==> config.mk <==
export PLATFORM = sky130hd
export DESIGN_NAME = gpio_in_debounce
export DESIGN_NICKNAME = d
export VERILOG_FILES = /design/src/rtl/gpio_in_debounce.sv
export SDC_FILE = /design/constraint.sdc
export NUM_CORES = 1
export LEC_CHECK = 0
export CORE_MARGIN = 8
export CORE_UTILIZATION = 49
export CTS_CLUSTER_DIAMETER = 80
export DETAILED_ROUTE_END_ITERATION = 10
export GPL_ROUTABILITY_DRIVEN = 0
export PLACE_DENSITY = 0.74
export SYNTH_ARGS = -nofsm -noshare
export SYNTH_HDL_FRONTEND = slang
export SYNTH_SLANG_ARGS = --single-unit
export TNS_END_PERCENT = 5
==> constraint.sdc <==
create_clock -name clk -period 1.6 [get_ports clk]
set_input_delay 0.24 -clock clk [delete_from_list [all_inputs] [get_ports clk]]
set_output_delay 0.24 -clock clk [all_outputs]
set_load 0.005 [all_outputs]
==> src/rtl/gpio_in_debounce.sv <==
// gpio_in_debounce: synchronise, debounce and edge-detect raw pad inputs for the core gpio_in port.
module gpio_in_debounce #(
  parameter int WIDTH = 8,
  parameter int DEB_COUNT = 4,
  parameter int PRESCALE = 1,
  parameter logic [WIDTH-1:0] RESET_VAL = '0
) (
  input  logic             clk,
  input  logic             rst_n,
  input  logic [WIDTH-1:0] pad_in,
  input  logic [WIDTH-1:0] evt_clr,
  output logic [WIDTH-1:0] gpio_in,
  output logic [WIDTH-1:0] rise,
  output logic [WIDTH-1:0] fall,
  output logic [WIDTH-1:0] evt_sticky,
  output logic             evt_any
);
  localparam int CW = DEB_COUNT > 1 ? $clog2(DEB_COUNT) : 1;
  localparam int PW = PRESCALE > 1 ? $clog2(PRESCALE) : 1;
  localparam logic [CW-1:0] CMAX = CW'(DEB_COUNT - 1);
  localparam logic [PW-1:0] PMAX = PW'(PRESCALE - 1);
  logic [WIDTH-1:0] s1, s2, flip, sticky_n;
  logic [PW-1:0] pcnt;
  logic [CW-1:0] cnt [WIDTH];
  logic [CW-1:0] cnt_n [WIDTH];
  logic tick;
  assign tick = pcnt == PMAX;
  // a bit flips once DEB_COUNT consecutive ticks have seen it differ from the accepted level
  always_comb begin
    for (int i = 0; i < WIDTH; i++) begin
      flip[i] = tick && s2[i] != gpio_in[i] && cnt[i] == CMAX;
      cnt_n[i] = !tick ? cnt[i] : (s2[i] == gpio_in[i] || flip[i]) ? '0 : cnt[i] + 1'b1;
    end
    sticky_n = (evt_sticky & ~evt_clr) | flip;
  end
  always_ff @(posedge clk or negedge rst_n) begin
    if (!rst_n) begin
      s1 <= RESET_VAL;
      s2 <= RESET_VAL;
      pcnt <= '0;
      gpio_in <= RESET_VAL;
      rise <= '0;
      fall <= '0;
      evt_sticky <= '0;
      evt_any <= 1'b0;
      for (int i = 0; i < WIDTH; i++) cnt[i] <= '0;
    end else begin
      s1 <= pad_in;
      s2 <= s1;
      pcnt <= tick ? '0 : pcnt + 1'b1;
      gpio_in <= gpio_in ^ flip;
      rise <= flip & ~gpio_in;
      fall <= flip & gpio_in;
      evt_sticky <= sticky_n;
      evt_any <= |sticky_n;
      for (int i = 0; i < WIDTH; i++) cnt[i] <= cnt_n[i];
    end
  end
endmodule

==> run_results.csv <==
group,metric,value,unit
critical_path,crit_type,"register to output port",
layout,mostFrequentLayoutCell,"sky130_fd_sc_hd__dfrtp_1",
global_routing,first_pass_grt_wire_length,7.07,mm
yosys,syn-cell-area,2310,um^2
sta,maximum_frequency_from_static_timing_analysis,0.644,GHz
power,seqPwrFrac,43.9,%
clock_network,h_tree_levels,3,
sta,final.period_utilization,97.1,%
clock_network,clk-insertion-delay-late,0.33,ns
route,drc,0,
floorplanning,core,4630,um^2
critical_path,worst-endpoint-arrival,1.31,ns
global_routing,via_count_of_the_first_global_routing_pass,1546,
sta,grt_setup_unrepaired,"yes",
hold_path,worstHoldPathType,"primary input to register",
yosys,seq_area_frac_synth,70.4,%
power,power_per_cell_area,1580,nW/um^2
placement,place_hpwl,2.93,mm
layout,drive_gt1_share,14.2,%
critical_path,worst-path-buf-inv,1,
clock_network,worst_setup_hold_path_clk_slew,0.06,ns
yosys,synth_seq_cells,65,
route,drtPass1Iterations,4,
sta,finalHoldViolations,0,
route,detail_route.vias_per_cell,4.94,
yosys,synth.lib_cells_used.distinct,20,
route,post_drt_wl_per_cell,14.1,um
yosys,area_share_of_fa_ha_maj_cells_after_synthesis,4.33,%
yosys,synthMuxAreaShare,0.975,%
clock_network,cts_inserted_buffers,9,
yosys,postSynth.asyncResetShare,100,%
power,power_total,5.09,mW
sta,finalSetupViolations,0,
sta,skew,0.00491,ns
floorplanning,die_w,84.7,um
sta,maxSlewViolCount,0,
critical_path,cp_cell_sequence,"clkdlybuf4s50_1",
yosys,largest_family_of_logic_cells_by_synthesized_area,"simple AND/OR/NAND/NOR gates",
layout,layout.filler_cells,341,
clock_network,clock_tree_from_tritoncts,"built",
placement,buffer_ports.inserted,50,
power,clock_power_share,28.3,%
flow_run,max_cap_viol_count,0,
route,drt_iter0_markers,39,
yosys,synthesis.nets,190,
critical_path,required,1.36,ns
power,ir_worst_vdd,0.000849,V
sta,timing.max_slew.rel_slack,78.0,%
critical_path,critPathMaxStageDelay,0.54,ns
critical_path,critPathLaunchType,"register",
yosys,synth_enable_flop_cells,0,
global_routing,gr-total-overflow,0,
sta,worst_slew_pin_slew,0.329,ns
floorplanning,die_height,84.7,um
floorplanning,rows,25,
critical_path,worstSetupEndpointType,"output port",
floorplanning,die_area,7170,um^2
global_routing,grt_start_max_net_pins,66,
power,netSwitchingPower,1.37,mW
layout,final_nets,262,
floorplanning,initial_utilization,49.9,%
critical_path,crit_path_max_fanout,4,
clock_network,library_cell_used_as_clock_root_buffer,"sky130_fd_sc_hd__clkbuf_8",
layout,mostFrequentLayoutCells,"sky130_fd_sc_hd__dfrtp_1, sky130_fd_sc_hd__clkdlybuf4s50_1, sky130_fd_sc_hd__inv_1",
critical_path,crit_slowest_cell,"sky130_fd_sc_hd__clkdlybuf4s50_1",
clock_network,cts.path.max_buffers,2,
yosys,postSynthAreaPerCell,14.1,um^2
clock_network,cts_sinks,65,
power,cellInternalPower,3.73,mW
status,outcome,"finished, final reports clean",
power,cellLeakagePower,1.56,nW
layout,area_growth,39.2,%
global_routing,grt_antenna_before_repair,0,
yosys,syn_warnings,0,
yosys,ys_dominant_reg_cell,"sky130_fd_sc_hd__dfrtp_1",
yosys,netlist_instances,164,
route,route.vias.total,1453,
layout,finalCoreUtilization,69.4,%
floorplanning,ios,51,
power,p_sw_share,26.8,%
layout,diodes,0,
yosys,synth_xor_area_share,4.55,%
yosys,compound_gate_fraction_of_synth_area,5.53,%
power,combPwrFrac,27.8,%
sta,final.min_clock_period,1.55,ns
yosys,synth-simple-area-share,11.1,%
sta,holdWs,0.346,ns
critical_path,worst_path_dominant_cell_family,"buffers and inverters",
route,drt_wl_total,4.16,mm
route,drtAntennaViolNets,0,
global_routing,groute.usage.overall,12.9,%
==> path summary, 6_finish.rpt <==
kind / start / to / slack (ns) / cells past startpoint
hold reg to reg: s1[7] / s2[7] / 0.35 / 0
max in group asynchronous: rst_n / asynchronous set/reset pin / 0.86 / 3
setup / recovery: register / gpio_in[3] / 0.05 / 1
hold / removal: pad_in[1] / s1[1] / 0.35 / 1
setup reg to reg: register / evt_any / 0.09 / 5
min in group asynchronous: rst_n / rise[6] / 0.45 / 3
==> cells by family after synthesis <==
group,Yosys count
fa+ha+maj,8
simple gates,44
flops,65
buf+inv,19
mux,2
xor+xnor,12
compound gates,14
==> cells in the mapped netlist, types with 2 or more instances <==
library cell,instances,area (um^2)
sky130_fd_sc_hd__a2bb2oi_2,3,45.0
sky130_fd_sc_hd__and3b_1,4,35.0
sky130_fd_sc_hd__dfrtp_1,65,1630
sky130_fd_sc_hd__ha_1,8,100
sky130_fd_sc_hd__inv_1,19,71.3
sky130_fd_sc_hd__mux2_1,2,22.5
sky130_fd_sc_hd__nand2_1,7,26.3
sky130_fd_sc_hd__nand2b_1,3,18.8
sky130_fd_sc_hd__nor2_1,6,22.5
sky130_fd_sc_hd__nor3_1,10,50.1
sky130_fd_sc_hd__nor3b_1,12,90.1
sky130_fd_sc_hd__o21ai_0,4,20.0
sky130_fd_sc_hd__o21ai_1,3,15.0
sky130_fd_sc_hd__o22ai_1,2,12.5
sky130_fd_sc_hd__xnor2_1,8,70.1
sky130_fd_sc_hd__xor2_1,4,35.0
==> metrics by stage <==
stage / worst slack (ns) / cell area, um^2 / cells / setup TNS (ns)
detailed placement: -0.00895 / 2950 / 277 / -0.00895
floorplan: 0.171 / 2310 / 164 / 0
CTS: 0.00356 / 3180 / 293 / 0
finish: 0.0465 / 3210 / 294 / 0
global route: -0.0179 / 3210 / 294 / -0.0321
global placement: 0.00969 / 2950 / 277 / 0
==> power by group through the flow <==
stage	registers [mW]	clock network [mW]	logic, mW
2_1_floorplan	2.26	0	0.655
3_3_place_gp	2.23	0	1.32
3_5_place_dp	2.25	0	1.40
4_1_cts	2.23	1.49	1.42
5_1_grt	2.29	1.56	1.59
6_report	2.24	1.44	1.42
==> layer usage <==
layer  vias up  global-route usage, %  part of all wire (%)
li1        691                      -                     -
met5         -                      0                     0
met1       710                   13.6                    41
met2        43                   19.8                    49
met4         0                   5.34                   1.6
met3         9                   8.29                   8.4
==> final cells by class <==
type | instances | area [um^2] | area share, %
timing repair buffer | 61 | 604 | 18.8
tap | 54 | 67.6 | 2.10
inverter | 19 | 71.3 | 2.22
multi-input combinational | 80 | 629 | 19.6
clock inverter | 2 | 35.0 | 1.09
clock buffer | 13 | 179 | 5.57
sequential | 65 | 1630 | 50.6
==> timing repair <==
action | in CTS | in global routing
resized for setup | 0 | 8
hold buffers | 1 | 0
setup endpoints to repair | 0 | 5
endpoints found under the hold margin | 65 | 0
buffers inserted | 0 | 1
Power figures use the tool's default switching activity.
